## src/rtl/ucsbece154a_alu_arb_pkg.sv

```systemverilog
// Shared definitions for the two-port ALU arbiter: ALU op codes, FSM state
// encodings and a small op-code decode helper.
package ucsbece154a_alu_arb_pkg;

  // ALUcontrol op codes
  localparam logic [2:0] ALUOP_ADD = 3'b000;
  localparam logic [2:0] ALUOP_SUB = 3'b001;
  localparam logic [2:0] ALUOP_AND = 3'b010;
  localparam logic [2:0] ALUOP_OR  = 3'b011;
  localparam logic [2:0] ALUOP_SLT = 3'b101;

  // Arbiter FSM state encodings
  typedef enum logic {
    ARB_IDLE = 1'b0,
    ARB_HOLD = 1'b1
  } arb_state_e;

  // True when the op code is one the ALU implements
  function automatic logic op_supported(input logic [2:0] op);
    logic ok;
    case (op)
      ALUOP_ADD, ALUOP_SUB, ALUOP_AND, ALUOP_OR, ALUOP_SLT: ok = 1'b1;
      default:                                              ok = 1'b0;
    endcase
    return ok;
  endfunction

endpackage

```

## src/rtl/ucsbece154a_alu_arb_if.sv

```systemverilog
// Operand/result bundle between the arbiter (master) and the shared ALU (slave).
interface ucsbece154a_alu_arb_if;

  logic [31:0] a;
  logic [31:0] b;
  logic [2:0]  alucontrol;
  logic [31:0] result;
  logic        zero;
  logic        err;

  modport master (output a, output b, output alucontrol,
                  input  result, input zero, input err);

  modport slave  (input  a, input b, input alucontrol,
                  output result, output zero, output err);

endinterface

```

## src/rtl/ucsbece154a_alu_arb_alu.sv

```systemverilog
// Combinational 32-bit ALU. A single adder serves add, sub and slt; slt uses
// the subtract path plus operand signs so signed overflow is handled.
module ucsbece154a_alu
  import ucsbece154a_alu_arb_pkg::*;
(
  ucsbece154a_alu_arb_if.slave alu_bus
);

  logic        sub_s;
  logic [31:0] b_eff_s;
  logic [31:0] sum_s;
  logic        slt_s;
  logic [31:0] result_s;
  logic        err_s;

  // Shared adder and result select; unsupported codes yield zero with err set
  always_comb begin
    sub_s    = (alu_bus.alucontrol == ALUOP_SUB) || (alu_bus.alucontrol == ALUOP_SLT);
    b_eff_s  = sub_s ? ~alu_bus.b : alu_bus.b;
    sum_s    = alu_bus.a + b_eff_s + {31'd0, sub_s};
    slt_s    = (alu_bus.a[31] ^ alu_bus.b[31]) ? alu_bus.a[31] : sum_s[31];
    result_s = 32'd0;
    err_s    = 1'b0;
    case (alu_bus.alucontrol)
      ALUOP_ADD: result_s = sum_s;
      ALUOP_SUB: result_s = sum_s;
      ALUOP_AND: result_s = alu_bus.a & alu_bus.b;
      ALUOP_OR:  result_s = alu_bus.a | alu_bus.b;
      ALUOP_SLT: result_s = {31'd0, slt_s};
      default: begin
        result_s = 32'd0;
        err_s    = 1'b1;
      end
    endcase
  end

  assign alu_bus.result = result_s;
  assign alu_bus.zero   = (result_s == 32'd0);
  assign alu_bus.err    = err_s;

endmodule

```

## src/rtl/ucsbece154a_alu_arb.sv

```systemverilog
// Two requesters share one ALU. One result register is held until the
// consumer takes it; a new request may be accepted in the same cycle the held
// result leaves, giving one result per cycle when the consumer keeps up.
module ucsbece154a_alu_arb
  import ucsbece154a_alu_arb_pkg::*;
#(
  parameter bit RR_EN = 1'b1
) (
  input  logic        clk,
  input  logic        reset_n,
  input  logic        req0_valid_i,
  input  logic        req1_valid_i,
  output logic        req0_ready_o,
  output logic        req1_ready_o,
  input  logic [31:0] req0_a_i,
  input  logic [31:0] req0_b_i,
  input  logic [31:0] req1_a_i,
  input  logic [31:0] req1_b_i,
  input  logic [2:0]  req0_alucontrol_i,
  input  logic [2:0]  req1_alucontrol_i,
  output logic        rsp_valid_o,
  input  logic        rsp_ready_i,
  output logic        rsp_id_o,
  output logic [31:0] rsp_result_o,
  output logic        rsp_zero_o,
  output logic        rsp_err_o
);

  arb_state_e  state_q, state_d;
  logic        last_grant_q, last_grant_d;
  logic [31:0] rsp_result_q, rsp_result_d;
  logic        rsp_zero_q, rsp_zero_d;
  logic        rsp_err_q, rsp_err_d;
  logic        rsp_id_q, rsp_id_d;

  logic        grant0_s;
  logic        grant1_s;
  logic        slot_free_s;
  logic        accept_s;

  ucsbece154a_alu_arb_if alu_bus ();

  // Granted port's operands feed the single shared ALU
  assign alu_bus.a          = grant1_s ? req1_a_i          : req0_a_i;
  assign alu_bus.b          = grant1_s ? req1_b_i          : req0_b_i;
  assign alu_bus.alucontrol = grant1_s ? req1_alucontrol_i : req0_alucontrol_i;

  ucsbece154a_alu u_alu (
    .alu_bus (alu_bus.slave)
  );

  // Arbitration: a lone requester wins; on contention round-robin or port 0
  always_comb begin
    grant0_s = 1'b0;
    grant1_s = 1'b0;
    if (req0_valid_i && req1_valid_i) begin
      if (RR_EN && !last_grant_q) begin
        grant1_s = 1'b1;
      end else begin
        grant0_s = 1'b1;
      end
    end else if (req0_valid_i) begin
      grant0_s = 1'b1;
    end else if (req1_valid_i) begin
      grant1_s = 1'b1;
    end else begin
      grant0_s = 1'b0;
      grant1_s = 1'b0;
    end
  end

  // Slot is free when empty or when the held result leaves this cycle;
  // gating with reset_n keeps both ready outputs low during reset
  assign slot_free_s  = reset_n &&
                        ((state_q == ARB_IDLE) || ((state_q == ARB_HOLD) && rsp_ready_i));
  assign req0_ready_o = slot_free_s && grant0_s;
  assign req1_ready_o = slot_free_s && grant1_s;
  assign accept_s     = (req0_valid_i && req0_ready_o) || (req1_valid_i && req1_ready_o);

  // Next-state and result-register loading
  always_comb begin
    state_d      = state_q;
    last_grant_d = last_grant_q;
    rsp_result_d = rsp_result_q;
    rsp_zero_d   = rsp_zero_q;
    rsp_err_d    = rsp_err_q;
    rsp_id_d     = rsp_id_q;

    case (state_q)
      ARB_IDLE: begin
        if (accept_s) begin
          state_d = ARB_HOLD;
        end else begin
          state_d = ARB_IDLE;
        end
      end
      ARB_HOLD: begin
        if (accept_s) begin
          state_d = ARB_HOLD;
        end else if (rsp_ready_i) begin
          state_d = ARB_IDLE;
        end else begin
          state_d = ARB_HOLD;
        end
      end
      default: state_d = ARB_IDLE;
    endcase

    if (accept_s) begin
      last_grant_d = grant1_s;
      rsp_id_d     = grant1_s;
      if (op_supported(alu_bus.alucontrol)) begin
        rsp_result_d = alu_bus.result;
        rsp_zero_d   = alu_bus.zero;
        rsp_err_d    = 1'b0;
      end else begin
        rsp_result_d = 32'd0;
        rsp_zero_d   = 1'b1;
        rsp_err_d    = 1'b1;
      end
    end else begin
      last_grant_d = last_grant_q;
      rsp_id_d     = rsp_id_q;
    end
  end

  // State and result registers; last_grant resets to 1 so port 0 wins first
  always_ff @(posedge clk or negedge reset_n) begin
    if (!reset_n) begin
      state_q      <= ARB_IDLE;
      last_grant_q <= 1'b1;
      rsp_result_q <= 32'd0;
      rsp_zero_q   <= 1'b0;
      rsp_err_q    <= 1'b0;
      rsp_id_q     <= 1'b0;
    end else begin
      state_q      <= state_d;
      last_grant_q <= last_grant_d;
      rsp_result_q <= rsp_result_d;
      rsp_zero_q   <= rsp_zero_d;
      rsp_err_q    <= rsp_err_d;
      rsp_id_q     <= rsp_id_d;
    end
  end

  assign rsp_valid_o  = (state_q == ARB_HOLD);
  assign rsp_result_o = rsp_result_q;
  assign rsp_zero_o   = rsp_zero_q;
  assign rsp_err_o    = rsp_err_q;
  assign rsp_id_o     = rsp_id_q;

endmodule

```

## config.mk

```make
export PLATFORM = sky130hd
export DESIGN_NAME = ucsbece154a_alu_arb
export DESIGN_NICKNAME = d
export VERILOG_FILES = /design/src/rtl/ucsbece154a_alu_arb_pkg.sv /design/src/rtl/ucsbece154a_alu_arb_if.sv /design/src/rtl/ucsbece154a_alu_arb_alu.sv /design/src/rtl/ucsbece154a_alu_arb.sv
export SDC_FILE = /design/constraint.sdc
export NUM_CORES = 1
export LEC_CHECK = 0
export ABC_AREA = 1
export CORE_MARGIN = 2
export CORE_UTILIZATION = 52
export CTS_CLUSTER_DIAMETER = 60
export DETAILED_ROUTE_END_ITERATION = 8
export MAX_ROUTING_LAYER = met4
export PLACE_DENSITY = 0.87
export SETUP_SLACK_MARGIN = 0.02
export SLEW_MARGIN = 20
export SYNTH_ARGS = -nofsm -noshare
export SYNTH_HDL_FRONTEND = slang
export SYNTH_SLANG_ARGS = --single-unit
```

## constraint.sdc

```tcl
create_clock -name clk -period 6.8 [get_ports clk]
set_input_delay 1.36 -clock clk [delete_from_list [all_inputs] [get_ports clk]]
set_output_delay 1.36 -clock clk [all_outputs]
set_load 0.005 [all_outputs]
```

# Word level (Yosys, flattened, before mapping)
# Index checks and enable logic that the tools add are counted.
dict set report word_totals {
  ff_bits 37
  latch_bits 0
  ramBits 0
  rom_bits 0
  input_bits 139
  output_inout_bits 38
  word_cells 53
  memories 0
}
dict set report classes {
  n_addsub 2
  n_mul 0
  div_mod_pow 0
  order_cmp 0
  eq_ne 4
  shift 0
  mux 22
  bitwise_logic 5
  n_reduce_logical 14
}
# cell n
set op_table {}
lappend op_table {{2-to-1 mux 32 bit} 4}
lappend op_table {{one-hot mux 32 bit (4 select lines)} 1}
lappend op_table {{adder 32 x 1 -> 32 bit} 1}
lappend op_table {{adder 32 bit} 1}
lappend op_table {{bitwise AND 32 bit} 1}
lappend op_table {{zero test 32 bit} 1}
lappend op_table {{inverter 32 bit} 1}
lappend op_table {{OR 32 bit} 1}
lappend op_table {{2-to-1 mux 1 bit} 15}
lappend op_table {{logical AND 1 bit} 7}
lappend op_table {{equality test 3 x 2 -> 1 bit, second input constant} 2}
lappend op_table {{OR reduction 5 bit} 1}
lappend op_table {{equality test 3 x 1 -> 1 bit, second input constant} 1}
lappend op_table {{equality test 3 bit, second input constant} 1}
lappend op_table {{zero test 3 bit} 1}
lappend op_table {{logical OR 1 bit} 3}
lappend op_table {{2-to-1 mux 3 bit} 1}
lappend op_table {{one-hot mux 1 bit (2 select lines)} 1}
lappend op_table {{OR reduction 2 bit} 1}
lappend op_table {{inverter 1 bit} 1}
lappend op_table {{bitwise XOR 1 bit} 1}

# Longest topological paths before layout
# Gate-level depths: netlist of run 1.
dict set report depth {
  ltp_word 13
  ltp_mapped 28
  depth_no_buf 27
}

# Hierarchy
# From an unflattened synthesis of run 1, not the netlist that was laid out.
dict set report unflattened {
  cells_unflattened 1085
  hier_area_um2 6012.0
}
# module instances cells_per_inst area_per_inst_um2 seq_area_each_um2
set by_module_without_submodules {}
lappend by_module_without_submodules {ucsbece154a_alu 1 698 3587.2 0.0}
lappend by_module_without_submodules {ucsbece154a_alu_arb 1 387 2424.8 927.1}

# Worst setup path before layout of run 1
# No wires, ideal clock.
dict set report synth_timing {
  kind {input port to flip-flop}
  from {in req0_valid_i}
  to {reg rsp_zero_q, in the netlist rsp_zero_o}
  setup_time_ns 0.066
  arrival_time_ns 4.230
  t_required_ns 6.734
  setup_slack_ns 2.505
  cell_stages 25
  path_buffers 1
  path_cell_list {nand2_2 > nand2_4 > nand2_1 > nand2_4 > inv_2 > nor2_1 > buf_2 > xor2_1 > fa_1 > nand2_1 > o21ai_0 > nand2_1 > nand2_1 > nand3_1 > nand2_1 > nand2_1 > nand3_1 > nand2_1 > nor3_1 > nand3_1 > nor2_1 > nand3_1 > nor2_1 > nand3_1 > nand2_1}
}
dict set report synth_via {
  elab_chain_len 12
  word_cells_on_any_way 34
  classes_between {add/sub: 2; eq/ne: 4; mux: 13; bitwise: 4; reduce/logical: 11}
}
# element line
set synth_lines {}
lappend synth_lines {{start, declared} ucsbece154a_alu_arb.sv:11} ;# input logic req0_valid_i,
lappend synth_lines {{2-to-1 mux 1 bit / logical AND 1 bit (equally long branches)} {ucsbece154a_alu_arb.sv:62, ucsbece154a_alu_arb.sv:56}}
lappend synth_lines {{2-to-1 mux 1 bit} ucsbece154a_alu_arb.sv:56} ;# if (req0_valid_i && req1_valid_i) begin
lappend synth_lines {{2-to-1 mux 3 bit} ucsbece154a_alu_arb.sv:46} ;# assign alu_bus.alucontrol = grant1_s ? req1_alucontrol_i : req0_alucontrol_i;
lappend synth_lines {{equality test 3 x 1 -> 1 bit / equality test 3 bit (equally long branches)} {ucsbece154a_alu_arb_pkg.sv:21, ucsbece154a_alu_arb_alu.sv:18, ucsbece154a_alu_arb_alu.sv:24}}
lappend synth_lines {{logical OR 1 bit} ucsbece154a_alu_arb_alu.sv:18} ;# sub_s = (alu_bus.alucontrol == ALUOP_SUB) || (alu_bus.alucontrol == ALUOP_SLT);
lappend synth_lines {{2-to-1 mux 32 bit} ucsbece154a_alu_arb_alu.sv:19} ;# b_eff_s = sub_s ? ~alu_bus.b : alu_bus.b;
lappend synth_lines {{adder 32 bit} ucsbece154a_alu_arb_alu.sv:20} ;# sum_s = alu_bus.a + b_eff_s + {31'd0, sub_s};
lappend synth_lines {{adder 32 x 1 -> 32 bit} ucsbece154a_alu_arb_alu.sv:20}
lappend synth_lines {{2-to-1 mux 1 bit} ucsbece154a_alu_arb_alu.sv:21} ;# slt_s = (alu_bus.a[31] ^ alu_bus.b[31]) ? alu_bus.a[31] : sum_s[31];
lappend synth_lines {{one-hot mux 32 bit (4 select lines)} ucsbece154a_alu_arb_alu.sv:24} ;# case (alu_bus.alucontrol)
lappend synth_lines {{zero test 32 bit} ucsbece154a_alu_arb_alu.sv:38} ;# assign alu_bus.zero = (result_s == 32'd0);
lappend synth_lines {{2-to-1 mux 1 bit} ucsbece154a_alu_arb.sv:112} ;# if (op_supported(alu_bus.alucontrol)) begin
lappend synth_lines {{end signal, assigned} ucsbece154a_alu_arb.sv:140} ;# rsp_zero_q <= rsp_zero_d;
lappend synth_lines {{end, declared} ucsbece154a_alu_arb.sv:32} ;# logic rsp_zero_q, rsp_zero_d;
# Parallel ways exist; a longest one is shown, timed or not. The select of a mux whose other input is x is not followed.
# A chain may end at the register's enable or synchronous reset.

# Worst setup path after layout of run 1
dict set report layout_timing {
  from {in req1_valid_i}
  to {reg rsp_zero_q, in the netlist rsp_zero_o}
}
dict set report layout_via {
  elab_chain_len 13
  word_cells_on_any_way 34
  classes_between {add/sub: 2; eq/ne: 4; mux: 13; bitwise: 4; reduce/logical: 11}
}
# element line
set layout_lines {}
lappend layout_lines {{start, declared} ucsbece154a_alu_arb.sv:12} ;# input logic req1_valid_i,
lappend layout_lines {{2-to-1 mux 1 bit} ucsbece154a_alu_arb.sv:64} ;# end else if (req1_valid_i) begin
lappend layout_lines {{2-to-1 mux 1 bit} ucsbece154a_alu_arb.sv:62} ;# end else if (req0_valid_i) begin
lappend layout_lines {{2-to-1 mux 1 bit} ucsbece154a_alu_arb.sv:56}
lappend layout_lines {{2-to-1 mux 3 bit} ucsbece154a_alu_arb.sv:46}
lappend layout_lines {{equality test 3 x 1 -> 1 bit / equality test 3 bit (equally long branches)} {ucsbece154a_alu_arb_pkg.sv:21, ucsbece154a_alu_arb_alu.sv:18, ucsbece154a_alu_arb_alu.sv:24}}
lappend layout_lines {{logical OR 1 bit} ucsbece154a_alu_arb_alu.sv:18}
lappend layout_lines {{2-to-1 mux 32 bit} ucsbece154a_alu_arb_alu.sv:19}
lappend layout_lines {{adder 32 bit} ucsbece154a_alu_arb_alu.sv:20}
lappend layout_lines {{adder 32 x 1 -> 32 bit} ucsbece154a_alu_arb_alu.sv:20}
lappend layout_lines {{2-to-1 mux 1 bit} ucsbece154a_alu_arb_alu.sv:21}
lappend layout_lines {{one-hot mux 32 bit (4 select lines)} ucsbece154a_alu_arb_alu.sv:24}
lappend layout_lines {{zero test 32 bit} ucsbece154a_alu_arb_alu.sv:38}
lappend layout_lines {{2-to-1 mux 1 bit} ucsbece154a_alu_arb.sv:112}
# Parallel ways exist; a longest one is shown, timed or not. The select of a mux whose other input is x is not followed.

==> impl_metrics.yaml, run 1 <==
synth:
  synth.net_count: 1102
  syn_area_per_cell_um2: 5.75
  yosysWarnings: 0
  synthCells: 930
  synth_area_mm2: 0.00535
  ys_ff_latch: 37
  synth_cell_types: 46
  yosysSeqAreaShare_pct: 17.3
placement:
  gp_congestion: 1.08
  hpwl_mm: 16.7
  io_buffers: 176
sta:
  slew_violations: 0
  fmax_ghz: 0.179
  finalCriticalPeriod_ns: 5.58
  fin_setup_tns_ns: 0
  relSlewSlack_pct: 41.9
  period_share_pct: 82.0
  clock_skew_ns: 0.00431
  worst_pin_slew_ns: 0.870
  rsz0062_at_grt: "false"
  hold_viol_final: 0
  finalSetupViolCount: 0
clock_tree:
  clk_latency_ns: 0.28
  cts_hold_buf: 0
  cts_sinks: 37
  cts_resized: 0
  tritoncts: "yes"
  postCtsSetupRepairBufs: 0
  clk_path_buf_depth: 2
  htreeDepth: 2
  cts_buffers: 5
  cts-root-buf: "clkbuf_8"
  clk_pin_slew_ns: 0.07
global_route:
  use_met2_pct: 62.3
  grt_util_met3_pct: 5.19
  grt_pass1_wl_mm: 32.2
  grt_usage_pct: 37.3
  met1_usage_pct: 40.9
  busiest_layer: "met2"
  grt_max_degree: 39
  globalRouteOverflowTotal: 0
  grt_pass1_vias: 6775
  antenna_found_initial: 0
worst_setup_path:
  start_kind: "input port"
  ff2ff_path_depth: 25
  required_ns: 7.03
  r2r_setup_slack_ns: 2.28
  cp-endpoint: "rsp_zero_o$_DFFE_PN0P_"
  arrival_ns: 5.80
  r2r-end: "rsp_zero_o$_DFFE_PN0P_"
  startpoint: "req1_valid_i"
  critPathKind: "input port to flop"
  reg2reg_from: "last_grant_q$_DFFE_PN1P_"
  crit_path_end_kind: "flop"
  crit_fanout: 25
layout:
  nets: 1264
  drive_above_1_share_pct: 4.94
  postLayoutCoreUtil_pct: 72.0
  n_antenna_cell: 0
  area_growth_syn_to_layout_pct: 36.4
die:
  die_y_um: 105
  die_w_um: 105
  start_util_pct: 52.8
  io_pins: 177
  design.core.area_mm2: 0.0101
  dieArea_mm2: 0.0111
  rows: 37
power:
  p_per_area_mw_per_mm2: 257
  leakagePower_uw: 0.00366
  ir_drop_mv: 0.144
routing:
  vias_per_cell: 5.66
  dr.pass1.iters: 6
  wire_per_inst_um: 16.5
  finalWirelength_mm: 20.3
  num_vias: 6959
  drt-initial-drc-count: 511
  drc: 0
  drtAntennaViolNets: 0
min_path:
  hp-start: "rsp_result_o[26]$_DFFE_PN0P_"
  hold_path_class: "flop to flop"
job:
  cap_violations: 0
status:
  status: "finished, final reports clean"
per-stage QoR:
stage	cell area [µm²]	hold WS (ns)	instances	setup WS [ns]	total power, µW
2_1_floorplan	5350	0.465	930	2.50	1170
5_1_grt	7300	0.503	1229	0.678	2030
3_5_place_dp	7210	0.466	1221	1.06	1690
4_1_cts	7300	0.482	1229	1.35	1850
3_3_place_gp	7210	0.455	1221	1.17	1680
6_report	7300	0.485	1229	1.22	1870
synthesized netlist by cell type, drive strengths merged:
master	instances	area share [%]
nand3	69	6.5
o221ai	1	0.16
a21o	9	1.3
o22ai	2	0.23
dfstp	1	0.49
nand4	7	0.82
or2	3	0.35
o211ai	3	0.42
nand3b	4	0.56
ha	32	7.5
a21oi	61	5.7
xnor2	3	0.49
a211oi	1	0.14
xor2	31	5.1
fa	1	0.37
and3	1	0.12
o21ai	68	6.7
mux2i	3	0.56
and2	1	0.12
inv	64	4.5
a31oi	3	0.35
clkinv	1	0.070
nand2	395	29
clkbuf	9	0.63
o21bai	3	0.42
o21a	3	0.42
buf	20	2.1
nor3	8	0.75
nor4	2	0.23
nor2	74	5.5
a21boi	3	0.42
maj3	8	1.6
dfrtp	36	17
report_power, final:
group          leakage (µW)  switching [µW]  internal [µW]  total (µW)
registers          0.000480            51.6            302         354
logic               0.00314             815            557        1370
clock network     0.0000450            77.2           71.1         148
critical path, stage by stage:
cell             delay [ns]
clkdlybuf4s50_1        0.61
nand3_1                0.16
nand2_4                0.29
inv_2                  0.12
nor2_4                 0.43
buf_4                  0.32
xor2_1                 0.11
ha_1                   0.38
nand2_1                0.11
nor2_1                 0.14
inv_1                  0.07
nor3_1                 0.30
nand2_1                0.15
a21oi_1                0.16
nor2_1                 0.09
nor2_1                 0.19
nand3_1                0.10
nor2_1                 0.09
nand3_1                0.12
nor2_1                 0.15
nand3_1                0.09
nor2_1                 0.11
nand3_1                0.08
nand2_1                0.08
cells in the final DEF, fill, tap and decap left out, types with 3 or more instances in the layout:
cell / n
nand4_1: 7
nor2_2: 4
nand2_1: 383
o21a_1: 3
maj3_2: 6
o21ai_1: 9
a21o_1: 9
nand3b_1: 4
a31oi_1: 3
nor2_1: 68
nand2_2: 9
mux2i_1: 3
nor3_1: 8
nand2_4: 3
inv_1: 57
clkdlybuf4s50_1: 175
o21ai_0: 56
buf_4: 7
dfrtp_1: 36
a21oi_1: 61
inv_2: 7
xor2_1: 31
ha_1: 32
clkbuf_8: 5
o211ai_1: 3
xnor2_1: 3
nand3_1: 68
o21bai_1: 3
final cells by class:
cell class                      count  area (µm²)
Clock inverter                      2        10.0
Sequential cell                    37         927
Tap cell                          136         170
Inverter                           65         244
Clock buffer                        6        72.6
Timing Repair Buffer              184        1830
Multi-Input combinational cell    799        4040
Fill cell                         880        2840
sequential cells by signal (all words and copies together) (netlist names):
register and count:
last_grant_q 1, rsp_err_o 1, rsp_id_o 1, rsp_result_o 32, rsp_valid_o 1, rsp_zero_o 1
worst min-delay path by stage:
stage	cells after the start	end	slack, ns
floorplan	2	rsp_id_o$_DFFE_PN0P_	0.47
global placement	2	rsp_id_o$_DFFE_PN0P_	0.46
detailed placement	1	rsp_result_o[26]$_DFFE_PN0P_	0.47
CTS	1	rsp_result_o[26]$_DFFE_PN0P_	0.48
global route	1	rsp_result_o[15]$_DFFE_PN0P_	0.50
finish	1	rsp_result_o[26]$_DFFE_PN0P_	0.49
cells by family (layout without fill, tap and decap cells):
group	Yosys count	count (layout)	synth area share, %
xor+xnor	34	34	5.56
simple gates	564	564	43.5
compound gates	157	157	16.2
flops	37	37	17.3
buf+inv	94	257	7.29
mux	3	3	0.561
fa+ha+maj	41	41	9.49
routing by layer:
metal	share of wire, %	routed length, µm	vias up
met5	0	0	-
met4	8.0	1620	0
met3	7.7	1570	118
met2	46	9440	422
met1	38	7680	3061
li1	-	-	3358
Note: power is estimated with default switching activity, not from simulation.
==> run 2, diff against run 1 <==
CORE_UTILIZATION = 43   (was 52)
PLACE_DENSITY = 0.77   (was 0.87)
clock period = 5.1 ns   (was 6.8 ns; I/O delays follow)
==> run 2 against run 1 <==
  * Global-route usage down 6.7 points
  * Core utilization down 9.6 points
  * Final cell count up 3.3%
  * Critical path depth up 3
  * Cell area up 3.1%
  * Via count down 2.8%
  * Non-clock buffer count up 8
  * Register-to-register slack worse by 1.1 ns
  * Highest routed layer unchanged
==> impl_metrics.yaml, run 2 (synthesis gave the netlist of run 1 again) <==
status:
  status: "finished, final reports clean"
sta:
  worst_pin_slew_ns: 0.670
  finalCriticalPeriod_ns: 4.65
  clock_skew_ns: 0.00751
  worst_slack_ns: 0.450
  relSlewSlack_pct: 55.3
  slew_violations: 0
  fmax_ghz: 0.215
  period_share_pct: 91.2
  fin_setup_tns_ns: 0
  rsz0062_at_grt: "false"
  finalSetupViolCount: 0
  hold_viol_final: 0
clock_tree:
  htreeDepth: 2
  tritoncts: "yes"
  clk_latency_ns: 0.28
  cts_hold_buf: 0
  clk_pin_slew_ns: 0.06
  cts_sinks: 37
  cts-root-buf: "clkbuf_16"
  clk_path_buf_depth: 2
  cts_buffers: 5
worst_setup_path:
  required_ns: 5.32
  crit_fanout: 16
  start_kind: "input port"
  startpoint: "req0_valid_i"
  crit_path_end_kind: "flop"
  critPathKind: "input port to flop"
  reg2reg_from: "last_grant_q$_DFFE_PN1P_"
  arrival_ns: 4.87
placement:
  post-place-ws_ns: 0.187
  placedCellCount: 1260
  io_buffers: 176
  gp_congestion: 0.978
  hpwl_mm: 16.8
power:
  p_comb_share_pct: 69.0
  p_int_uw: 1410
  leakagePower_uw: 0.00375
  ir_drop_mv: 0.190
  clock_power_share_pct: 13.5
  swShare_pct: 47.2
  p_switching_uw: 1260
  finalPower_uw: 2670
  seq_power_share_pct: 17.6
  p_per_area_mw_per_mm2: 355
routing:
  dr.pass1.iters: 5
  drc: 0
  finalWirelength_mm: 20.4
  vias_per_cell: 5.33
  wire_per_inst_um: 16.1
  num_vias: 6764
  drt-initial-drc-count: 405
  drtAntennaViolNets: 0
global_route:
  grt_pass1_vias: 6311
  grt_pass1_wl_mm: 30.9
  grt_usage_pct: 30.6
  grt_max_degree: 60
  antenna_found_initial: 0
  globalRouteOverflowTotal: 0
layout:
  n_antenna_cell: 0
  final_cells: 1269
  nets: 1272
  largest_reg_flops: 32
  drive_above_1_share_pct: 5.72
  final_common_cell: "nand2_1"
  area_growth_syn_to_layout_pct: 40.5
  final_cell_mix: "nand2_1, clkdlybuf4s50_1, nand3_1, nor2_1, a21oi_1"
  nFillCells: 1184
die:
  design.core.area_mm2: 0.0121
  die_w_um: 116
  start_util_pct: 44.4
  rows: 40
  dieArea_mm2: 0.0134
  die_y_um: 116
  io_pins: 177
min_path:
  hold_path_class: "flop to flop"
  hp-start: "rsp_result_o[4]$_DFFE_PN0P_"
job:
  cap_violations: 0
## run 2: area by class of cell
cell class,instances,area (µm²),area share (%)
Clock buffer,6,139,1.85
Clock inverter,2,37.5,0.499
Inverter,65,244,3.24
Multi-Input combinational cell,799,4050,53.8
Sequential cell,37,927,12.3
Tap cell,168,210,2.80
Timing Repair Buffer,192,1910,25.4
## run 2: power groups by stage
stage	registers [µW]	clock network, µW	logic, µW
2_1_floorplan	472	0	1090
5_1_grt	480	373	2040
3_3_place_gp	469	0	1800
6_report	469	360	1840
3_5_place_dp	468	0	1810
4_1_cts	468	363	1810
## run 2: metal layers
layer | track usage, % | vias to the layer above | wire length, µm
li1 | - | 3376 | -
met4 | 13.7 | 0 | 1040
met5 | - | - | 0
met2 | 53.0 | 299 | 9610
met3 | 3.97 | 54 | 1450
met1 | 35.3 | 3035 | 8300
## run 2: stage by stage
stage | hold slack [ns] | util (%) | area, µm²
finish | 0.478 | 62.3 | 7520
global route | 0.503 | 62.3 | 7520
CTS | 0.482 | 62.1 | 7490
detailed placement | 0.466 | 60.6 | 7310
global placement | 0.459 | 60.6 | 7310
floorplan | 0.465 | - | 5350
## run 2: path summary, 6_finish.rpt
| check | endpoint | slack, ns | depth (start not counted) |
|---|---|---|---|
| max reg2reg | rsp_zero_o$_DFFE_PN0P_ | 1.16 | 26 |
| max in group asynchronous | last_grant_q$_DFFE_PN1P_ | 3.86 | 2 |
| min | rsp_result_o[4]$_DFFE_PN0P_ | 0.48 | 2 |
| min reg2reg | rsp_result_o[4]$_DFFE_PN0P_ | 0.48 | 2 |
| min in group asynchronous | rsp_result_o[25]$_DFFE_PN0P_ | 0.88 | 2 |
| max | rsp_zero_o$_DFFE_PN0P_ | 0.45 | 27 |
## run 2: repair_timing
item,4_1_cts,5_1_grt
endpoints found under the hold margin,0,0
setup buffers,0,0
endpoints found under the setup margin,0,1
gates resized for setup,0,2
## run 2: critical path, cell delays in order
cell and delay, ns:
clkdlybuf4s50_1 0.50, nand2_2 0.10, nand2_4 0.20, nand2_1 0.13
nand2_4 0.08, inv_2 0.06, nor2_4 0.12, buf_6 0.21
buf_4 0.20, xor2_1 0.08, ha_1 0.36, nand2_1 0.10
nor2_1 0.13, inv_1 0.07, nor3_1 0.20, nand2_1 0.12
a21oi_1 0.15, nor2_1 0.06, nor2_1 0.15, nand3_1 0.09
nor2_1 0.10, nand3_1 0.11, nor2_1 0.14, nand3_1 0.09
nor2_1 0.11, nand3_1 0.07, nand2_1 0.07
